$ cat config.mk
export PLATFORM = sky130hd
export DESIGN_NAME = core_ctrl_fsm
export DESIGN_NICKNAME = d
export VERILOG_FILES = /design/src/rtl/core_ctrl_pkg.sv /design/src/rtl/core_ctrl_fsm.sv
export SDC_FILE = /design/constraint.sdc
export NUM_CORES = 1
export LEC_CHECK = 0
export BUFFER_PORTS_ARGS = -buffer_cell sky130_fd_sc_hd__buf_4
export CAP_MARGIN = 25
export CORE_UTILIZATION = 55
export DETAILED_ROUTE_END_ITERATION = 10
export GPL_TIMING_DRIVEN = 1
export PLACE_DENSITY = 0.81
export SLEW_MARGIN = 20
export SYNTH_ARGS = -nofsm -noshare
export SYNTH_HDL_FRONTEND = slang
export SYNTH_SLANG_ARGS = --single-unit
$ cat constraint.sdc
create_clock -name clk -period 4.05 [get_ports clk]
set_input_delay 0.2025 -clock clk [delete_from_list [all_inputs] [get_ports clk]]
set_output_delay 0.2025 -clock clk [all_outputs]
set_load 0.05 [all_outputs]
$ cat src/rtl/core_ctrl_pkg.sv
// core_ctrl_pkg: shared state, instruction-type, pc_src and wb_sel encodings
package core_ctrl_pkg;
    typedef enum logic [2:0] {
        S_FETCH     = 3'd0,
        S_DECODE    = 3'd1,
        S_EXECUTE   = 3'd2,
        S_MEM       = 3'd3,
        S_WRITEBACK = 3'd4,
        S_HALT      = 3'd5
    } state_t;
    localparam logic [2:0] T_UNK = 3'd0, T_R = 3'd1, T_I = 3'd2, T_S = 3'd3;
    localparam logic [2:0] T_B = 3'd4, T_U = 3'd5, T_J = 3'd6, T_SYS = 3'd7;
    localparam logic [1:0] PC_PLUS4 = 2'd0, PC_TARGET = 2'd1, PC_HOLD = 2'd2;
    localparam logic [1:0] WB_ALU = 2'd0, WB_LOAD = 2'd1, WB_PC4 = 2'd2;
endpackage

$ cat src/rtl/core_ctrl_fsm.sv
// core_ctrl_fsm: multi-cycle core controller with memory-wait timeout and retire counter
module core_ctrl_fsm
    import core_ctrl_pkg::*;
#(
    parameter int MEM_TIMEOUT = 16
) (
    input  logic        clk,
    input  logic        rst,
    input  logic [2:0]  instr_type,
    input  logic        is_load,
    input  logic        br_taken,
    input  logic        mem_ready,
    output logic        mem_req,
    output logic        mem_we,
    output logic        ir_we,
    output logic        pc_we,
    output logic [1:0]  pc_src,
    output logic        alu_src_b,
    output logic        rf_we,
    output logic [1:0]  wb_sel,
    output logic        halted,
    output logic        fault,
    output logic [2:0]  state,
    output logic [31:0] instret
);
    localparam int WW = $clog2(MEM_TIMEOUT + 1);

    state_t      st, nxt;
    logic [WW-1:0] wait_cnt;
    logic [2:0]  lt_type;
    logic        lt_load, set_fault, timeout;

    assign state  = st;
    assign halted = st == S_HALT;

    // Outputs are gated off while rst is high so nothing escapes during the reset cycle
    always_comb begin
        mem_req   = 1'b0;
        mem_we    = 1'b0;
        ir_we     = 1'b0;
        pc_we     = 1'b0;
        pc_src    = PC_HOLD;
        alu_src_b = 1'b0;
        rf_we     = 1'b0;
        wb_sel    = WB_ALU;
        nxt       = st;
        set_fault = 1'b0;
        if (!rst) begin
            case (st)
                S_FETCH: begin
                    mem_req = 1'b1;
                    ir_we   = mem_ready;
                    nxt     = mem_ready ? S_DECODE : S_FETCH;
                end
                S_DECODE: nxt = S_EXECUTE;
                S_EXECUTE: begin
                    alu_src_b = instr_type == T_I || instr_type == T_S;
                    pc_we     = instr_type == T_B;
                    pc_src    = pc_we ? (br_taken ? PC_TARGET : PC_PLUS4) : PC_HOLD;
                    set_fault = instr_type == T_UNK;
                    nxt = (instr_type == T_UNK || instr_type == T_SYS) ? S_HALT
                        : (instr_type == T_B) ? S_FETCH
                        : (instr_type == T_S || (instr_type == T_I && is_load)) ? S_MEM
                        : S_WRITEBACK;
                end
                S_MEM: begin
                    mem_req = 1'b1;
                    mem_we  = lt_type == T_S;
                    pc_we   = mem_ready && lt_type == T_S;
                    pc_src  = pc_we ? PC_PLUS4 : PC_HOLD;
                    nxt     = !mem_ready ? S_MEM : (lt_type == T_S) ? S_FETCH : S_WRITEBACK;
                end
                S_WRITEBACK: begin
                    rf_we  = 1'b1;
                    pc_we  = 1'b1;
                    wb_sel = lt_load ? WB_LOAD : (lt_type == T_J) ? WB_PC4 : WB_ALU;
                    pc_src = (lt_type == T_J) ? PC_TARGET : PC_PLUS4;
                    nxt    = S_FETCH;
                end
                default: nxt = S_HALT;
            endcase
        end
        timeout = mem_req && !mem_ready && wait_cnt == WW'(MEM_TIMEOUT - 1);
        if (timeout) begin
            nxt       = S_HALT;
            set_fault = 1'b1;
        end
    end

    // Every retirement coincides with a PC update, so pc_we drives instret
    always_ff @(posedge clk) begin
        if (rst) begin
            st       <= S_FETCH;
            instret  <= '0;
            fault    <= 1'b0;
            wait_cnt <= '0;
            lt_type  <= T_UNK;
            lt_load  <= 1'b0;
        end else begin
            st       <= nxt;
            instret  <= instret + 32'(pc_we);
            fault    <= fault | set_fault;
            wait_cnt <= (mem_req && !mem_ready) ? wait_cnt + 1'b1 : '0;
            if (st == S_EXECUTE) begin
                lt_type <= instr_type;
                lt_load <= instr_type == T_I && is_load;
            end
        end
    end
endmodule
# After elaboration in Yosys (flattened, before gate mapping)
# Cells that the tools add are included.
[word_totals]
regBits = 45
latchBits = 0
mem_bits_rw = 0
mem_bits_ro = 0
elab_cells = 69
memories = 0
[op_classes]
n_addsub = 2
mul = 0
n_div = 0
order_cmp = 0
eq_ne = 12
shift = 0
n_mux = 33
n_bitwise = 2
n_reduce_logical = 13
[op_table]
columns = ["op", "count"]
rows = [
  ["$add 32x1->32", 1],
  ["$mux 3", 6],
  ["$mux 1", 17],
  ["$eq 3x2->1 const B", 5],
  ["$eq 3x3->1 const B", 5],
  ["$pmux 3 s5", 1],
  ["$mux 2", 7],
  ["$logic_not 3->1", 2],
  ["$pmux 2 s3", 1],
  ["$reduce_or 2->1", 3],
  ["$add 5x1->5 const B", 1],
  ["$eq 5x4->1 const B", 1],
  ["$logic_and 1x1->1", 4],
  ["$eq 3x1->1 const B", 1],
  ["$logic_or 1x1->1", 3],
  ["$pmux 1 s3", 1],
  ["$logic_not 1->1", 1],
  ["$not 1->1", 1],
  ["$or 1x1->1", 1],
]

# Longest topological paths before layout
[logic_depth]
ltp_word = 8
mapped_depth = 12

# Least setup slack after synthesis
# OpenSTA, ideal clock, no wires.
[synth_timing]
kind = "register to register"
start = "reg st[0], in the netlist state[0]"
end = "reg instret[26]"
setup_time_ns = 0.121
t_arrival_ns = 3.581
slack_ns = 0.348
path_stages_with_launch = 13
path_buffers = 2
synth_period_minus_slack_ns = 3.702
path_cell_list = "dfxtp_1 -> clkbuf_1 -> nand2_1 -> o21ai_0 -> a22oi_1 -> nor2_1 -> ha_1 -> ha_1 -> and4_1 -> buf_2 -> nand4_4 -> nor4_1 -> mux2_2"
[synth_via]
elab_chain_len = 4
word_cells_on_any_way = 6
cone_classes = "add/sub (1); eq/ne (3); mux (2)"
[synth_rtl]
columns = ["element", "line_no", "text"]
rows = [
  ["from (decl)", "core_ctrl_fsm.sv:28", "state_t st, nxt;"],
  ["from (signal assigned)", "core_ctrl_fsm.sv:100", "st <= nxt;"],
  ["$eq 3x3->1 or $eq 3x2->1 (tied branches)", "core_ctrl_fsm.sv:49", "case (st)"],
  ["$pmux 1 s3 *", "core_ctrl_fsm.sv:49", ""],
  ["$mux 1 *", "core_ctrl_fsm.sv:48", "if (!rst) begin"],
  ["named net pc_we", "core_ctrl_fsm.sv:16", "output logic pc_we,"],
  ["$add 32x1->32 *", "core_ctrl_fsm.sv:101", "instret <= instret + 32'(pc_we);"],
  ["to (signal assigned)", "core_ctrl_fsm.sv:101", ""],
  ["to (decl)", "core_ctrl_fsm.sv:24", "output logic [31:0] instret"],
]
# The timed path passes the listed nets; every way through them passes the cells marked *.
# A chain may end at the register's enable or synchronous reset.

# Worst setup path after layout
[layout_timing]
start = "reg st[0], in the netlist state[0]"
end = "reg instret[26]"
[layout_via]
elab_chain_len = 4
word_cells_on_any_way = 6
cone_classes = "add/sub (1); eq/ne (3); mux (2)"
[layout_rtl]
columns = ["element", "line_no"]
rows = [
  ["$eq 3x3->1 or $eq 3x2->1 (tied branches)", "core_ctrl_fsm.sv:49"],
  ["$pmux 1 s3 *", "core_ctrl_fsm.sv:49"],
  ["$mux 1 *", "core_ctrl_fsm.sv:48"],
  ["$add 32x1->32 *", "core_ctrl_fsm.sv:101"],
]
# Every way passes the cells marked *; elsewhere a longest branch is shown, timed or not.

==> flow_summary_export.csv <==
group,metric,value,unit
run_status,outcome,"finished, final reports clean",
finish,insertedDiodeCount,0,
sta,post-route-period-util,73.9,%
synth,synth_instances,267,
routing,drt_drc_violations_left,0,
synth,number_of_enable_type_register_cells_in_the_synthesized_netlist,0,
clock_tree,tritoncts.num_buffers,5,
sta,rsz0062_at_grt,"false",
placement,post-dp-hpwl,3370,µm
synth,mean_instance_size_in_the_synthesized_netlist,8.81,µm²
clock_tree,post_cts.repair.setup_buffers,0,
synth,yosys.area.top_type_share,38.3,%
synth,yosysUniqueCellTypes,47,
clock_tree,cts-htree-levels,2,
synth,synth_seq_cells,45,
min_path,worst_hold_path_type,"in2reg",
sta,final_hold_viol_count,0,
die,top_level_ports,55,
sta,timing_worst_slew_pin_value,0.601,ns
power,max-vdd-ir-drop,0.000269,V
synth,syn_nets,279,
sta,max_slew_violation_total_from_the_final_report,0,
min_path,worst_hold_path.num_cells,3,
synth,ys_warnings,0,
worst_setup_path,worst-r2r-cell-count,10,
synth,synth.yosys.seq_area_share,38.3,%
clock_tree,cts-resized-gates,0,
synth,synth.largest_area_cell,"dfxtp_1",
clock_tree,clockRootBuffer,"clkbuf_8",
die,initial_core_utilization,58.0,%
synth,syn-cell-area,2350,µm²
routing,detailedRoute.firstPassIterationCount,5,
finish,post_route_cells_drive_above_1_share,24.4,%
grt,grt_max_degree,59,
sta,clock.fmax,334,MHz
flow_run,max_cap_check_violation_count,0,
worst_setup_path,ws_path_type,"reg2reg",
finish,layout.core_utilization,70.0,%
die,design.die.area,4540,µm²
worst_setup_path,arrival,3.18,ns
synth,synth_top_cells_by_count,"dfxtp_1 (45), nor2_1 (38), nor2b_1 (16)",
routing,antenna_left,0,
clock_tree,clk_pin_slew,0.08,ns
sta,final_number_of_setup_violating_endpoints,0,
die,overall_die_height,67.4,µm
grt,grt_first_pass_wirelength,7980,µm
placement,port_buffers,54,
clock_tree,clockBufferDepth,2,
worst_setup_path,endpoint_required_time_on_the_critical_path,4.24,ns
routing,wl_per_cell,12.9,µm
die,die_w,67.4,µm
sta,timing.clock.skew,0.00710,ns
finish,area_growth,20.7,%
clock_tree,clk_latency,0.29,ns
die,core_region_area,4060,µm²
grt,grt_overflow,0,
synth,synth.top_cells.by_area,"dfxtp_1 (38%), nor2_1 (6.1%), nor2b_1 (4.3%)",
worst_setup_path,crit_path_start_kind,"flip-flop",
synth,ys_dominant_reg_cell,"dfxtp_1",
grt,grt_antenna_before_repair,0,
clock_tree,cts_hold_buf,0,
finish,final_layout_net_count,327,
synth,library_cell_with_the_highest_instance_count_after_synthesis,"dfxtp_1",
clock_tree,clock_sinks,45,
clock_tree,clock_tree_from_tritoncts,"done",
routing,routed-via-count,2058,
synth,synth_async_sr_flop_share,0,%
routing,postRouteWirelength,4700,µm
grt,gr-usage-all-layers,22.9,%
worst_setup_path,crit_fanout,14,
worst_setup_path,worstSetupEndpointType,"flip-flop",
routing,dr.first_iter.drc_count,108,
sta,fin_crit,2.99,ns
sta,maxSlewHeadroom,58.9,%
placement,gp_congestion,0.833,
power,p_per_area,285,nW/µm²
power,total_leakage_power,1.15,nW
routing,avgViaCountPerCell,5.64,
sta,finalSetupTns,0,ns
die,floorplan.rows,23,
grt,first_global_vias,1814,
==> layout make-up <==
type / count / area [µm²]
Clock buffer: 6 / 82.6
Clock inverter: 1 / 7.51
Fill cell: 320 / 1220
Inverter: 6 / 22.5
Multi-Input combinational cell: 203 / 1360
Sequential cell: 45 / 901
Tap cell: 50 / 62.6
Timing Repair Buffer: 54 / 405
==> worst max-delay path, stage by stage (launching register included) <==
cell and delay [ns]:
dfxtp_1 0.42, or4b_1 0.52, o21ai_0 0.10, a22oi_1 0.10, nor2_1 0.16, ha_1 0.19
ha_1 0.21, and4_1 0.38, nand4_4 0.21, nor4_1 0.23, mux2_2 0.36
==> cell usage in the layout, fill, tap and decap left out, types with 4 or more instances in the layout <==
cell      instances
dfxtp_1          45
mux2i_1           4
clkbuf_8          6
mux2_1            5
buf_4            54
nand3_1          10
nor4_2            4
inv_1             6
or3_1             7
mux2_2            4
nor2b_1          16
and4_1            4
or4_1             4
a21oi_1          13
nor2_1           38
o31ai_1           4
and3_1            5
nand4_1           8
ha_1              4
xnor2_1           5
nand2_1          14
o21ai_0           9
xor2_1            8
==> kinds of logic (layout without fill, tap and decap cells) <==
family	count (synthesis)	after routing	synth area share, %
AND/OR/NAND/NOR	139	139	36.0
flip-flops	45	45	38.3
AO/OA/AOI/OAI	34	34	8.83
buffers and inverters	19	67	3.93
XOR/XNOR	13	13	4.84
multiplexers	13	13	6.01
adder cells (fa/ha/maj)	4	4	2.13
==> worst paths after layout <==
check / end / slack (ns) / from
worst min-delay path: lt_type[2] / 0.20 / instr_type[2]
worst max-delay path: instret[26] / 1.06 / state[0]
worst min register to register: wait_cnt[0] / 0.45 / wait_cnt[0]
worst max register to register: instret[26] / 1.06 / state[0]
==> stage by stage <==
step           hold WS, ns  instance area (µm²)  setup slack, ns  total power, mW  std cells
2_1_floorplan        0.350                 2350            0.348            0.517        267
3_3_place_gp         0.429                 2750             1.17            0.539        358
3_5_place_dp         0.439                 2750             1.07            0.539        358
4_1_cts              0.191                 2840             1.06            0.817        365
5_1_grt              0.229                 2840            0.759            0.843        365
6_report             0.205                 2840             1.06            0.810        365
==> layer usage <==
layer,part of all wire [%],vias up,track usage (%)
met4,1.1,0,7.18
met5,0,-,0
met1,49,943,29.7
met3,4.7,7,4.39
li1,-,1051,-
met2,45,57,38.1
==> power by group <==
part,leakage [nW],switching (mW),internal (mW)
clock network,0.0433,0.147,0.135
registers,0.363,0.00770,0.447
logic,0.747,0.0485,0.0258
total,1.15,0.203,0.608
==> flip-flops by register name (all words and copies together) (netlist names) <==
name / count
state: 3
lt_type: 3
instret: 32
lt_load: 1
wait_cnt: 5
fault: 1
(Power assumes the default switching activity.)
